--- config.mk ---
export PLATFORM = sky130hd
export DESIGN_NAME = wb_host_bridge_flat
export DESIGN_NICKNAME = d
export VERILOG_FILES = /design/src/rtl/wb_host_bridge_pkg.sv /design/src/rtl/wb_host_bridge_if.sv /design/src/rtl/wb_host_bridge.sv /design/src/flat_wrapper.sv
export SDC_FILE = /design/constraint.sdc
export NUM_CORES = 1
export LEC_CHECK = 0
export CAP_MARGIN = 10
export CORE_ASPECT_RATIO = 1.5
export CORE_MARGIN = 1
export CORE_UTILIZATION = 42
export CTS_CLUSTER_SIZE = 25
export DETAILED_ROUTE_END_ITERATION = 6
export PLACE_DENSITY_LB_ADDON = 0.3
export SLEW_MARGIN = 10
export SYNTH_ARGS = -nofsm -noshare
export SYNTH_HDL_FRONTEND = slang
export SYNTH_SLANG_ARGS = --single-unit
export TNS_END_PERCENT = 20
--- constraint.sdc ---
create_clock -name wb_clk_i -period 4.28 [get_ports wb_clk_i]
set_input_delay 0.428 -clock wb_clk_i [delete_from_list [all_inputs] [get_ports wb_clk_i]]
set_output_delay 0.428 -clock wb_clk_i [all_outputs]
set_load 0.005 [all_outputs]
--- src/rtl/wb_host_bridge_pkg.sv ---
// Shared definitions for the Wishbone host bridge: bus widths, the
// error data pattern, the bridge state enum and the latched request.
package emu_wb_pkg;

    localparam int WB_ADR_W = 32;
    localparam int WB_DAT_W = 32;
    localparam int WB_SEL_W = WB_DAT_W / 8;

    // Read data returned when a transaction is abandoned for lack of ack.
    localparam logic [WB_DAT_W-1:0] WB_ERR_DATA = 32'hFFFF_FFFF;

    typedef enum logic [1:0] {
        IDLE = 2'd0,
        BUS  = 2'd1,
        RESP = 2'd2
    } bridge_state_e;

    // One host command as held on the Wishbone side.
    typedef struct packed {
        logic                we;
        logic [WB_ADR_W-1:0] adr;
        logic [WB_DAT_W-1:0] dat;
        logic [WB_SEL_W-1:0] sel;
    } wb_req_t;

endpackage

--- src/rtl/wb_host_bridge_if.sv ---
// Host command/response channel plus Wishbone classic initiator signals.
// The bridge takes the master view; the host/responder side takes slave.
interface wb_host_bridge_if;
    import emu_wb_pkg::*;

    // host command channel
    logic                cmd_valid_i;
    logic                cmd_ready_o;
    logic                cmd_we_i;
    logic [WB_ADR_W-1:0] cmd_adr_i;
    logic [WB_DAT_W-1:0] cmd_dat_i;
    logic [WB_SEL_W-1:0] cmd_sel_i;

    // host response channel
    logic                rsp_valid_o;
    logic                rsp_ready_i;
    logic [WB_DAT_W-1:0] rsp_dat_o;
    logic                rsp_err_o;

    // Wishbone classic initiator
    logic                wbm_cyc_o;
    logic                wbm_stb_o;
    logic                wbm_we_o;
    logic [WB_SEL_W-1:0] wbm_sel_o;
    logic [WB_ADR_W-1:0] wbm_adr_o;
    logic [WB_DAT_W-1:0] wbm_dat_o;
    logic                wbm_ack_i;
    logic [WB_DAT_W-1:0] wbm_dat_i;

    modport master (
        input  cmd_valid_i, cmd_we_i, cmd_adr_i, cmd_dat_i, cmd_sel_i,
        output cmd_ready_o,
        output rsp_valid_o, rsp_dat_o, rsp_err_o,
        input  rsp_ready_i,
        output wbm_cyc_o, wbm_stb_o, wbm_we_o, wbm_sel_o, wbm_adr_o, wbm_dat_o,
        input  wbm_ack_i, wbm_dat_i
    );

    modport slave (
        output cmd_valid_i, cmd_we_i, cmd_adr_i, cmd_dat_i, cmd_sel_i,
        input  cmd_ready_o,
        input  rsp_valid_o, rsp_dat_o, rsp_err_o,
        output rsp_ready_i,
        input  wbm_cyc_o, wbm_stb_o, wbm_we_o, wbm_sel_o, wbm_adr_o, wbm_dat_o,
        output wbm_ack_i, wbm_dat_i
    );

endinterface

--- src/rtl/wb_host_bridge.sv ---
// Host-to-Wishbone bridge: accepts one command at a time, runs a classic
// Wishbone cycle, and returns read data (or an error pattern on timeout)
// on a valid/ready response channel. All outputs are registered.
module wb_host_bridge
    import emu_wb_pkg::*;
#(
    parameter int TIMEOUT_CYCLES = 255
) (
    input  logic             wb_clk_i,
    input  logic             wb_rst_n_i,
    wb_host_bridge_if.master bus
);

    localparam int               CNT_W     = $clog2(TIMEOUT_CYCLES + 1);
    localparam logic [CNT_W-1:0] CNT_LIMIT = CNT_W'(TIMEOUT_CYCLES);

    bridge_state_e       r_state;
    logic                r_cmd_ready;
    wb_req_t             r_req;
    logic                r_cyc;
    logic                r_rsp_valid;
    logic [WB_DAT_W-1:0] r_rsp_dat;
    logic                r_rsp_err;
    logic [CNT_W-1:0]    r_cnt;

    logic                w_accept;
    logic [CNT_W-1:0]    w_cnt_inc;
    logic                w_timeout;

    assign w_accept  = r_cmd_ready & bus.cmd_valid_i;
    assign w_cnt_inc = r_cnt + CNT_W'(1);
    // The current ack-less cycle is the one that makes the count hit the limit.
    assign w_timeout = (w_cnt_inc == CNT_LIMIT);

    // Bridge FSM: command latch, bus cycle with timeout, response hold.
    always_ff @(posedge wb_clk_i or negedge wb_rst_n_i) begin
        if (!wb_rst_n_i) begin
            r_state     <= IDLE;
            r_cmd_ready <= 1'b1;
            r_req       <= '0;
            r_cyc       <= 1'b0;
            r_rsp_valid <= 1'b0;
            r_rsp_dat   <= '0;
            r_rsp_err   <= 1'b0;
            r_cnt       <= '0;
        end else begin
            case (r_state)
                IDLE: begin
                    if (w_accept) begin
                        r_req.we    <= bus.cmd_we_i;
                        r_req.adr   <= bus.cmd_adr_i;
                        r_req.dat   <= bus.cmd_dat_i;
                        r_req.sel   <= bus.cmd_sel_i;
                        r_cyc       <= 1'b1;
                        r_cnt       <= '0;
                        r_cmd_ready <= 1'b0;
                        r_state     <= BUS;
                    end
                end
                BUS: begin
                    // Ack takes priority over a timeout landing on the same edge.
                    if (bus.wbm_ack_i) begin
                        r_rsp_dat   <= r_req.we ? '0 : bus.wbm_dat_i;
                        r_rsp_err   <= 1'b0;
                        r_cyc       <= 1'b0;
                        r_rsp_valid <= 1'b1;
                        r_state     <= RESP;
                    end else if (w_timeout) begin
                        r_cnt       <= w_cnt_inc;
                        r_rsp_dat   <= WB_ERR_DATA;
                        r_rsp_err   <= 1'b1;
                        r_cyc       <= 1'b0;
                        r_rsp_valid <= 1'b1;
                        r_state     <= RESP;
                    end else begin
                        r_cnt <= w_cnt_inc;
                    end
                end
                RESP: begin
                    // Ready rises one cycle after the handoff, so no command
                    // can slip in on the same edge the response is consumed.
                    if (bus.rsp_ready_i) begin
                        r_rsp_valid <= 1'b0;
                        r_cmd_ready <= 1'b1;
                        r_state     <= IDLE;
                    end
                end
                default: begin
                    r_cyc       <= 1'b0;
                    r_rsp_valid <= 1'b0;
                    r_cmd_ready <= 1'b1;
                    r_state     <= IDLE;
                end
            endcase
        end
    end

    assign bus.cmd_ready_o = r_cmd_ready;
    assign bus.rsp_valid_o = r_rsp_valid;
    assign bus.rsp_dat_o   = r_rsp_dat;
    assign bus.rsp_err_o   = r_rsp_err;
    assign bus.wbm_cyc_o   = r_cyc;
    assign bus.wbm_stb_o   = r_cyc;
    assign bus.wbm_we_o    = r_req.we;
    assign bus.wbm_sel_o   = r_req.sel;
    assign bus.wbm_adr_o   = r_req.adr;
    assign bus.wbm_dat_o   = r_req.dat;

endmodule

--- src/flat_wrapper.sv ---
// flat-port wrapper written by rule: the top's interface ports become plain ports
module wb_host_bridge_flat import emu_wb_pkg::*;
#(
    parameter int TIMEOUT_CYCLES = 255
)
  (wb_clk_i, wb_rst_n_i, bus_cmd_valid_i, bus_cmd_we_i, bus_cmd_adr_i, bus_cmd_dat_i, bus_cmd_sel_i, bus_cmd_ready_o, bus_rsp_valid_o, bus_rsp_dat_o, bus_rsp_err_o, bus_rsp_ready_i, bus_wbm_cyc_o, bus_wbm_stb_o, bus_wbm_we_o, bus_wbm_sel_o, bus_wbm_adr_o, bus_wbm_dat_o, bus_wbm_ack_i, bus_wbm_dat_i);
  wb_host_bridge_if bus_i ();
  input  logic wb_clk_i;
  input  logic wb_rst_n_i;
  input wire logic [$bits(bus_i.cmd_valid_i)-1:0] bus_cmd_valid_i;
  input wire logic [$bits(bus_i.cmd_we_i)-1:0] bus_cmd_we_i;
  input wire logic [$bits(bus_i.cmd_adr_i)-1:0] bus_cmd_adr_i;
  input wire logic [$bits(bus_i.cmd_dat_i)-1:0] bus_cmd_dat_i;
  input wire logic [$bits(bus_i.cmd_sel_i)-1:0] bus_cmd_sel_i;
  output wire logic [$bits(bus_i.cmd_ready_o)-1:0] bus_cmd_ready_o;
  output wire logic [$bits(bus_i.rsp_valid_o)-1:0] bus_rsp_valid_o;
  output wire logic [$bits(bus_i.rsp_dat_o)-1:0] bus_rsp_dat_o;
  output wire logic [$bits(bus_i.rsp_err_o)-1:0] bus_rsp_err_o;
  input wire logic [$bits(bus_i.rsp_ready_i)-1:0] bus_rsp_ready_i;
  output wire logic [$bits(bus_i.wbm_cyc_o)-1:0] bus_wbm_cyc_o;
  output wire logic [$bits(bus_i.wbm_stb_o)-1:0] bus_wbm_stb_o;
  output wire logic [$bits(bus_i.wbm_we_o)-1:0] bus_wbm_we_o;
  output wire logic [$bits(bus_i.wbm_sel_o)-1:0] bus_wbm_sel_o;
  output wire logic [$bits(bus_i.wbm_adr_o)-1:0] bus_wbm_adr_o;
  output wire logic [$bits(bus_i.wbm_dat_o)-1:0] bus_wbm_dat_o;
  input wire logic [$bits(bus_i.wbm_ack_i)-1:0] bus_wbm_ack_i;
  input wire logic [$bits(bus_i.wbm_dat_i)-1:0] bus_wbm_dat_i;
  assign bus_i.cmd_valid_i = bus_cmd_valid_i;
  assign bus_i.cmd_we_i = bus_cmd_we_i;
  assign bus_i.cmd_adr_i = bus_cmd_adr_i;
  assign bus_i.cmd_dat_i = bus_cmd_dat_i;
  assign bus_i.cmd_sel_i = bus_cmd_sel_i;
  assign bus_cmd_ready_o = bus_i.cmd_ready_o;
  assign bus_rsp_valid_o = bus_i.rsp_valid_o;
  assign bus_rsp_dat_o = bus_i.rsp_dat_o;
  assign bus_rsp_err_o = bus_i.rsp_err_o;
  assign bus_i.rsp_ready_i = bus_rsp_ready_i;
  assign bus_wbm_cyc_o = bus_i.wbm_cyc_o;
  assign bus_wbm_stb_o = bus_i.wbm_stb_o;
  assign bus_wbm_we_o = bus_i.wbm_we_o;
  assign bus_wbm_sel_o = bus_i.wbm_sel_o;
  assign bus_wbm_adr_o = bus_i.wbm_adr_o;
  assign bus_wbm_dat_o = bus_i.wbm_dat_o;
  assign bus_i.wbm_ack_i = bus_wbm_ack_i;
  assign bus_i.wbm_dat_i = bus_wbm_dat_i;
  wb_host_bridge #(.TIMEOUT_CYCLES(TIMEOUT_CYCLES)) u_core (.wb_clk_i(wb_clk_i), .wb_rst_n_i(wb_rst_n_i), .bus(bus_i));
endmodule
==> summary.txt, run 1 <==
PwrDens: 626 mW/mm²
Mapped Avg Cell Area: 12.6 µm²
Vias in the first global route: 4,025
# setup viols final: 0
Antenna viol nets, final: 0
Fin nets: 694
Area of the multi-input gates: 0.00173 mm²
Total core area: 0.0111 mm²
Main synth FF type: dfrtp_1
Storage cell area: 0.00288 mm²
Status: finished, final reports clean
R2r startpoint: u_core.r_cnt[1]
Vias after detailed routing: 3,723
Worst Skew: 9.34 ps
Fraction of layout cells with a size suffix above 1: 0.227
Worst vdd ir: 0.000347 V
Final period util: 0.584
CTS Buf Count: 17
Post-CTS Setup Repair Bufs: 0
Final HPWL DP: 9150 µm
Pins over their slew limit: 0
Clock Path Buffers: 2
Worst slew pin tran: 1130 ps
DR WL/cell: 17.0 µm
Clock Latency Late Sink: 400 ps
Minimum clock period: 2500 ps
Register bit count reported by yosys: 115
TritonCTS clock tree: yes
CTS Hold Bufs: 1
Number of diodes: 0
Port Buffer Count: 211
Worst endpoint data arrival time: 2810 ps
CP startpoint: u_core.r_cnt[1]
Drt total wl: 12,700 µm
Startpoint types: flip-flop
Final instance area: 0.00763 mm²
Unrepaired setup endpoints after global routing: false
Grt ovf: 0
Overall Power: 4770 µW
Routability cong.: 0.746
Seq/Total Area, Yosys: 0.605
Starting Density: 0.431
Chip height: 132 µm
Row cnt: 47
Initial drt markers: 100
Synth cell types: 37
Slew HR: 0.244
Dpl cell area: 0.00696 mm²
Synth Instances: 377
Count of final hold-check violations: 0
Die X: 88.9 µm
Largest net degree at the start of global routing: 55
Async SR Flop Fraction: 1.00
First-pass GRT wire length: 19,900 µm
Leakage Power: 0.00322 µW
Yosys warns: 0
Fillers: 848
Hold crit path type: in -> async
Crit Path Class: reg -> reg
I/O Pins: 212
Fmax achieved: 400 MHz
Via density: 5.00
Post-synth EDFFs: 0
DRT Pass-1 Iters: 4
Setup tns final: 0 ps
Initial antenna violation count: 0
Clk pin slew, worst setup/hold paths: 50 ps
Post-cts sizing count: 0
Synthesized cell area: 0.00476 mm²
WP data required: 4590 ps
Crit path max fanout: 23
Area Overhead vs Synth: 60.3%
CTS Root Cell: clkbuf_16
Post-Syn Nets: 485
Sink Count: 115
Residual DRC: 0
Max_cap viols: 0
H-tree levels: 4
Setup crit end kind: flip-flop
Die area: 0.0118 mm²
Total global routing track utilization: 0.227
[kinds of logic (layout without fill, tap and decap cells)]
| group | Yosys count | count (layout) | synth area share |
|---|---|---|---|
| AOI/OAI and AO/OA | 91 | 91 | 0.125 |
| DFF | 115 | 115 | 0.605 |
| and+or+nand+nor | 66 | 66 | 0.0641 |
| xor gates and xnor gates | 3 | 3 | 0.00552 |
| buffers and inverters | 32 | 253 | 0.0347 |
| muxes | 68 | 68 | 0.161 |
| adders and majority gates | 2 | 2 | 0.00526 |
[critical path, cell delays in order, from the launching register on]
cell and delay, ps:
dfrtp_1 410, ha_1 250, nand3_2 120, or3_4 370
a2111o_1 710, buf_4 370, a21oi_1 180
[cell usage in the layout, fill, tap and decap left out, types with 7 or more instances in the layout]
master,netlist,layout
nor2_1,36,36
a21oi_2,28,28
mux2_2,68,68
nand2_1,11,11
a21oi_1,38,38
o21ai_0,7,7
dfrtp_1,114,114
clkbuf_16,0,17
clkdlybuf4s50_1,0,210
[layer usage]
metal | share of wire | track usage | vias up | wire, µm
met3 | 0.064 | 0.0739 | 28 | 810
li1 | - | - | 1737 | -
met1 | 0.36 | 0.229 | 1811 | 4550
met4 | 0.029 | 0.101 | 0 | 364
met2 | 0.55 | 0.410 | 147 | 6940
met5 | 0 | 0 | - | 0
[Yosys cell counts (2+ instances only)]
cell type / n / share of area
dfrtp_1: 114 / 0.60
mux2_2: 68 / 0.16
a21oi_1: 38 / 0.040
nor2_1: 36 / 0.028
a21oi_2: 28 / 0.052
clkbuf_1: 13 / 0.010
nand2_1: 11 / 0.0087
buf_2: 8 / 0.0084
o21ai_0: 7 / 0.0074
o21ai_1: 6 / 0.0063
inv_1: 5 / 0.0039
buf_6: 4 / 0.0095
nand3_1: 4 / 0.0042
nor2b_1: 4 / 0.0053
o31ai_1: 4 / 0.0063
and2_1: 2 / 0.0026
ha_1: 2 / 0.0053
nand2b_1: 2 / 0.0026
nand4_1: 2 / 0.0026
xor2_1: 2 / 0.0037
[worst paths after layout]
kind                                                  to  slack [ps]  cells after the start
worst max register to register      u_core.bus.rsp_err_o        1780                      6
min in group wb_clk_i                    u_core.r_cnt[5]         500                      1
max in group asynchronous       u_core.bus.rsp_dat_o[11]        2940                      3
worst max-delay path                u_core.bus.rsp_err_o        1780                      6
worst min-delay path                   u_core.r_state[1]         420                      2
worst min register to register           u_core.r_cnt[5]         500                      1
[power breakdown]
part           leakage, µW  internal (µW)  switching, µW
clock             0.000318           1090            477
combinational      0.00150           1020            485
sequential         0.00141           1480            220
[registers in the layout, summed over array words and instances, names as in the netlist]
register and count:
u_core.bus.rsp_dat_o 32, u_core.bus.wbm_adr_o 32, u_core.bus.wbm_dat_o 32, u_core.r_cnt 8
u_core.bus.wbm_sel_o 4, u_core.r_state 2, u_core.bus.cmd_ready_o 1, u_core.bus.rsp_err_o 1
u_core.bus.rsp_valid_o 1, u_core.bus.wbm_cyc_o 1, u_core.bus.wbm_we_o 1
[final cells by class]
cell class              count  area share
clock buffers              22      0.0635
clock inverters             9      0.0230
inverters                   5     0.00246
multi-input cells         230       0.227
flip-flops and latches    115       0.377
well taps                 147      0.0241
repair buffers            217       0.283
[stage by stage]
step | utilization | std cells | hold slack, ps | setup WS, ps
final | 0.690 | 745 | 423 | 1780
after global routing | 0.690 | 745 | 431 | 1630
after CTS | 0.690 | 745 | 419 | 1770
after detailed placement | 0.629 | 713 | 286 | 1790
after global placement | 0.629 | 713 | 286 | 1890
after floorplan | - | 377 | 132 | 2390
Power figures use the tool's default switching activity.
==> run 2: changes to the inputs <==
clock period = 2.4 ns   (was 4.28 ns; I/O delays follow)
==> run 2 against run 1 <==
Compared with the run above:
- register-to-register slack worse by 1400 ps
- utilization rose by 0.18 points
- setup slack lost 1400 ps
- clock-buffer cell count down 4
- critical path depth stayed put
- die area unchanged
- maximum frequency rose by 22%
- routed wire length fell by 1.4%
- first-iteration DRC count is 31% higher
- clock skew decreased by 2.6 ps
- sequential share of layout area is 0.099 points lower
- critical path type unchanged
- critical endpoint unchanged
==> summary.txt, run 2 (same netlist as run 1, synthesis figures left out) <==
# setup viols final: 0 (unchanged)
H-tree levels: 4 (unchanged)
Leakage Power: 0.00323 µW (was 0.00322 µW)
Die area: 0.0118 mm² (unchanged)
Fraction of layout cells with a size suffix above 1: 0.235 (was 0.227)
Fin nets: 699 (was 694)
TritonCTS clock tree: yes (unchanged)
Total global routing track utilization: 0.226 (was 0.227)
Final period util: 0.852 (was 0.584)
M2 GR Usage: 0.398 (was 0.410)
Grt ovf: 0 (unchanged)
Minimum clock period: 2040 ps (was 2500 ps)
Post-CTS Setup Repair Bufs: 0 (unchanged)
Sink Count: 115 (unchanged)
DP Cell Count: 718 (was 713)
Worst endpoint data arrival time: 2370 ps (was 2810 ps)
DR WL/cell: 16.6 µm (was 17.0 µm)
Worst vdd ir: 0.000628 V (was 0.000347 V)
Chip height: 132 µm (unchanged)
Crit path max fanout: 20 (was 23)
Fillers: 845 (was 848)
Die X: 88.9 µm (unchanged)
Starting Density: 0.431 (unchanged)
Port Buffer Count: 211 (unchanged)
Largest net degree at the start of global routing: 67 (was 55)
Startpoint types: flip-flop (unchanged)
Antenna viol nets, final: 0 (unchanged)
Initial drt markers: 131 (was 100)
Row cnt: 47 (unchanged)
Clk pin slew, worst setup/hold paths: 60 ps (was 50 ps)
Worst Skew: 6.74 ps (was 9.34 ps)
PwrDens: 1090 mW/mm² (was 626 mW/mm²)
Fmax achieved: 489 MHz (was 400 MHz)
Drt total wl: 12,500 µm (was 12,700 µm)
Met3 Track Usage GR: 0.0701 (was 0.0739)
Residual DRC: 0 (unchanged)
Clock Latency Late Sink: 400 ps (about the same)
WP data required: 2730 ps (was 4590 ps)
First-pass GRT wire length: 19,800 µm (was 19,900 µm)
Crit Path Class: reg -> reg (unchanged)
Most frequent cells in the layout: 210 x clkdlybuf4s50_1, 114 x dfrtp_1, 68 x mux2_2 (unchanged)
Initial antenna violation count: 0 (unchanged)
M1 GR Usage: 0.232 (was 0.229)
Slew HR: 0.731 (was 0.244)
Setup crit end kind: flip-flop (unchanged)
Max_cap viols: 0 (unchanged)
Vias in the first global route: 4,016 (was 4,025)
Status: finished, final reports clean (unchanged)
Count of final hold-check violations: 0 (unchanged)
Most common cell after layout, fill and taps aside: clkdlybuf4s50_1 (unchanged)
DRT Pass-1 Iters: 4 (unchanged)
Via density: 4.99 (was 5.00)
Unrepaired setup endpoints after global routing: false (unchanged)
CTS Root Cell: clkbuf_16 (unchanged)
I/O Pins: 212 (unchanged)
Vias after detailed routing: 3,749 (was 3,723)
Final std cells w/o fill: 751 (was 745)
Total core area: 0.0111 mm² (unchanged)
Number of diodes: 0 (unchanged)
Area Overhead vs Synth: 60.7% (was 60.3%)
Hold crit path type: in -> async (unchanged)
Clock Path Buffers: 2 (unchanged)
Grt peak-use layer: met2 (unchanged)
Pins over their slew limit: 0 (unchanged)
CTS Buf Count: 17 (unchanged)
Overall Power: 8340 µW (was 4770 µW)
Routability cong.: 0.756 (was 0.746)
Final HPWL DP: 8990 µm (was 9150 µm)
Setup tns final: 0 ps (unchanged)
Worst slew pin tran: 401 ps (was 1130 ps)
==> run 2: cell types whose count changed in the layout (fill, tap and decap cells not counted), sizes merged <==
cell / change
buf: +5
bufinv: -1
clkbuf: -4
clkinv: +4
clkinvlp: +2
==> run 2: final timing paths <==
path / startpoint / endpoint / slack (ps) / depth (start not counted)
setup / recovery: u_core.r_cnt[0] / u_core.bus.rsp_err_o / 360 / 6
hold / removal: wb_rst_n_i / u_core.bus.wbm_dat_o[4] / 270 / 2
setup reg to reg: u_core.r_cnt[0] / u_core.bus.rsp_err_o / 360 / 6
hold reg to reg: u_core.bus.wbm_dat_o[10] / u_core.bus.wbm_dat_o[10] / 500 / 1
max in group asynchronous: wb_rst_n_i / u_core.bus.wbm_dat_o[22] / 1430 / 3
min in group wb_clk_i: bus_cmd_we_i / u_core.bus.wbm_we_o / 400 / 3
==> run 2: metrics by stage <==
stage	hold slack [ps]	util	cell area [µm²]	setup slack (ps)
2_1_floorplan	-55.6	-	4760	508
3_3_place_gp	137	0.635	7020	444
3_5_place_dp	144	0.635	7020	368
4_1_cts	273	0.692	7650	353
5_1_grt	288	0.692	7650	240
6_report	273	0.692	7650	356
==> run 2: layout make-up <==
| cell class | count | area (µm²) | share of cell area |
|---|---|---|---|
| Sequential cell | 115 | 2880 | 0.376 |
| Inverter | 5 | 18.8 | 0.00245 |
| Multi-Input combinational cell | 230 | 1730 | 0.226 |
| Timing Repair Buffer | 222 | 2220 | 0.290 |
| Tap cell | 147 | 184 | 0.0240 |
| Clock buffer | 18 | 429 | 0.0561 |
| Clock inverter | 14 | 188 | 0.0245 |
==> run 2: critical path: stages (launching register included) <==
cell and delay, ps:
dfrtp_1 410, ha_1 240, nand3_2 120, or3_4 360, a2111o_1 430, buf_4 240, a21oi_1 180
==> run 2: repair_timing <==
item | in CTS | in global routing
hold buffers | 1 | 0
resized for setup | 0 | 0
hold endpoints to repair | 18 | 0
==> run 2: where the power goes <==
part	leakage [µW]	switching (µW)	internal [µW]	total, µW
clock	0.000292	876	1730	2600
sequential	0.00141	388	2640	3030
combinational	0.00153	872	1840	2710
total	0.00323	2140	6210	8340
==> run 2: per-layer routing <==
layer	wire, µm	share of wire	up-vias
met2	6750	0.54	148
met1	4390	0.35	1830
met4	443	0.036	0
met5	0	0	-
met3	895	0.072	29
li1	-	-	1742
==> run 3: changes to the inputs <==
RECOVER_POWER = 100   (was unset)
clock period = 2.11 ns   (was 2.4 ns; I/O delays follow)
==> run 3 against run 2 <==
Compared with the run above:
- utilization down 0.80 points
- final area down 1.2%
- clock skew up 0.61 ps
- clock power up 15%
- combinational power down 1%
- die area unchanged
- sequential share of layout area up 0.44 points
- largest power group unchanged
==> summary.txt, run 3 (same netlist as run 1, synthesis figures left out) <==
Routability cong.: 0.799 (was 0.756)
Clock Power Share: 0.329 (was 0.312)
Cell family with most CP delay: compound AO/OA/AOI/OAI gates (unchanged)
Crit Path Class: reg -> reg (unchanged)
Fmax achieved: 498 MHz (was 489 MHz)
Hold crit path type: in -> reg (was in -> async)
Initial antenna violation count: 0 (unchanged)
CP startpoint: u_core.r_cnt[1] (was u_core.r_cnt[0])
Antenna viol nets, final: 0 (unchanged)
Worst slew pin tran: 1460 ps (was 401 ps)
H-tree levels: 4 (unchanged)
Die X: 88.9 µm (unchanged)
Cell Chain, Critical Path: ha_2 > nand3_2 > or3_4 > a2111o_1 > buf_12 > a21oi_1 (was ha_1 > nand3_2 > or3_4 > a2111o_1 > buf_4 > a21oi_1)
Slew HR: 0.0300 (was 0.731)
DRT Pass-1 Iters: 4 (unchanged)
CTS Root Cell: clkbuf_16 (unchanged)
Pre-CTS setup slack: 77.5 ps (was 368 ps)
Setup tns final: 0 ps (unchanged)
Area of the multi-input gates: 0.00163 mm² (was 0.00173 mm²)
Pins over their slew limit: 0 (unchanged)
Row cnt: 47 (unchanged)
Startpoint types: flip-flop (unchanged)
I/O Pins: 212 (unchanged)
Residual DRC: 0 (unchanged)
Minimum clock period: 2010 ps (was 2040 ps)
Total core area: 0.0111 mm² (unchanged)
Grt ovf: 0 (unchanged)
WP data required: 2430 ps (was 2730 ps)
Combinational group share of total power: 0.296 (was 0.325)
Clock Latency Late Sink: 410 ps (was 400 ps)
Leakage Power: 0.00331 µW (was 0.00323 µW)
Largest net degree at the start of global routing: 69 (was 67)
Max_cap viols: 0 (unchanged)
Worst endpoint data arrival time: 2330 ps (was 2370 ps)
Initial drt markers: 162 (was 131)
Starting Density: 0.431 (unchanged)
Final period util: 0.952 (was 0.852)
Number of diodes: 0 (unchanged)
Hold Startpoint: bus_cmd_we_i
Worst vdd ir: 0.000802 V (was 0.000628 V)
Vias in the first global route: 4,056 (was 4,016)
PwrDens: 1200 mW/mm² (was 1090 mW/mm²)
Pint: 6750 µW (was 6210 µW)
Total global routing track utilization: 0.226 (about the same)
Crit-path max cell delay: 460 ps (was 430 ps)
Clk pin slew, worst setup/hold paths: 50 ps (was 60 ps)
Final HPWL DP: 8860 µm (was 8990 µm)
Die area: 0.0118 mm² (unchanged)
Setup crit end kind: flip-flop (unchanged)
Drt total wl: 12,300 µm (was 12,500 µm)
Worst Skew: 7.34 ps (was 6.74 ps)
CTS Buf Count: 17 (unchanged)
Port Buffer Count: 211 (unchanged)
Final std cells w/o fill: 751 (unchanged)
Fraction of layout cells with a size suffix above 1: 0.184 (was 0.235)
Status: finished, final reports clean (unchanged)
Vias after detailed routing: 3,771 (was 3,749)
Crit path max fanout: 35 (was 20)
Chip height: 132 µm (unchanged)
R2r startpoint: u_core.r_cnt[1] (was u_core.r_cnt[0])
Final worst setup slack: 100 ps (was 356 ps)
Via density: 5.02 (was 4.99)
TritonCTS clock tree: yes (unchanged)
CP bufs+invs: 1 (unchanged)
CP max stage cell: a2111o_1 (unchanged)
# setup viols final: 0 (unchanged)
Sw frac: 0.254 (was 0.256)
Sink Count: 115 (unchanged)
Fillers: 870 (was 845)
Most common cell after layout, fill and taps aside: dfrtp_1 (was clkdlybuf4s50_1)
Fin nets: 701 (was 699)
Most frequent cells in the layout: 114 x dfrtp_1, 106 x dlygate4sd3_1, 105 x clkdlybuf4s50_1 (was 210 x clkdlybuf4s50_1, 114 x dfrtp_1, 68 x mux2_2)
DP Cell Count: 719 (was 718)
Area Overhead vs Synth: 58.8% (was 60.7%)
DR WL/cell: 16.4 µm (was 16.6 µm)
Unrepaired setup endpoints after global routing: false (unchanged)
Sequential Power Share: 0.375 (was 0.363)
Clock Path Buffers: 2 (unchanged)
Storage cell area: 0.00288 mm² (unchanged)
First-pass GRT wire length: 20,000 µm (was 19,800 µm)
Sw power: 2290 µW (was 2140 µW)
Count of final hold-check violations: 0 (unchanged)
## run 3: cell types whose count changed in the layout (fill, tap and decap cells not counted), sizes merged
cell	before	now
clkinv	6	3
buf	11	10
clkbuf	18	23
dlygate4sd3	1	106
clkdlybuf4s50	210	105
clkinvlp	4	3
## run 3: final cells by class
| cell class | instances | area share |
|---|---|---|
| Sequential cell | 115 | 0.381 |
| Timing Repair Buffer | 224 | 0.296 |
| Multi-Input combinational cell | 230 | 0.215 |
| Clock buffer | 20 | 0.0604 |
| Tap cell | 147 | 0.0243 |
| Clock inverter | 10 | 0.0209 |
| Inverter | 5 | 0.00248 |
## run 3: final timing paths
kind | to | slack [ps] | cells after the start
max in group asynchronous | u_core.bus.wbm_dat_o[19] | 350 | 3
min | u_core.bus.wbm_we_o | 370 | 3
max | u_core.bus.rsp_dat_o[16] | 100 | 6
max reg2reg | u_core.bus.rsp_dat_o[16] | 100 | 6
min in group asynchronous | u_core.bus.wbm_dat_o[1] | 690 | 2
min reg2reg | u_core.bus.wbm_adr_o[7] | 490 | 1
## run 3: layer usage
layer | vias to the layer above | GRT usage | part of all wire
met5 | - | 0 | 0
met4 | 0 | 0.116 | 0.034
met3 | 29 | 0.0695 | 0.068
met2 | 148 | 0.390 | 0.54
met1 | 1838 | 0.241 | 0.36
li1 | 1756 | - | -
## run 3: repair_timing
| action | CTS | global route |
|---|---|---|
| endpoints found under the setup margin | 0 | 13 |
| setup buffers | 0 | 1 |
| resized for setup | 0 | 1 |
| hold buffers | 1 | 0 |
| hold endpoints to repair | 23 | 0 |
## run 3: worst register-to-register path, cell delays in order (launching register included)
cell and delay [ps]:
dfrtp_1 400, ha_2 250, nand3_2 110, or3_4 350
a2111o_1 460, buf_12 190, a21oi_1 180
## run 3: metrics by stage
step | hold WS [ps] | utilization | instance area (µm²) | total power [µW]
final | 374 | 0.684 | 7560 | 9040
after global routing | 381 | 0.684 | 7560 | 9520
after CTS | 267 | 0.693 | 7670 | 9610
after detailed placement | 142 | 0.637 | 7040 | 6580
after global placement | 139 | 0.637 | 7040 | 6450
after floorplan | -84.6 | - | 4760 | 4450
## run 3: power by group through the flow
stage	registers [µW]	logic (µW)	clock network, µW
global route	3500	2900	3120
CTS	3450	3130	3030
finish	3390	2670	2980
floorplan	3500	949	0
detailed placement	3470	3110	0
global placement	3420	3030	0
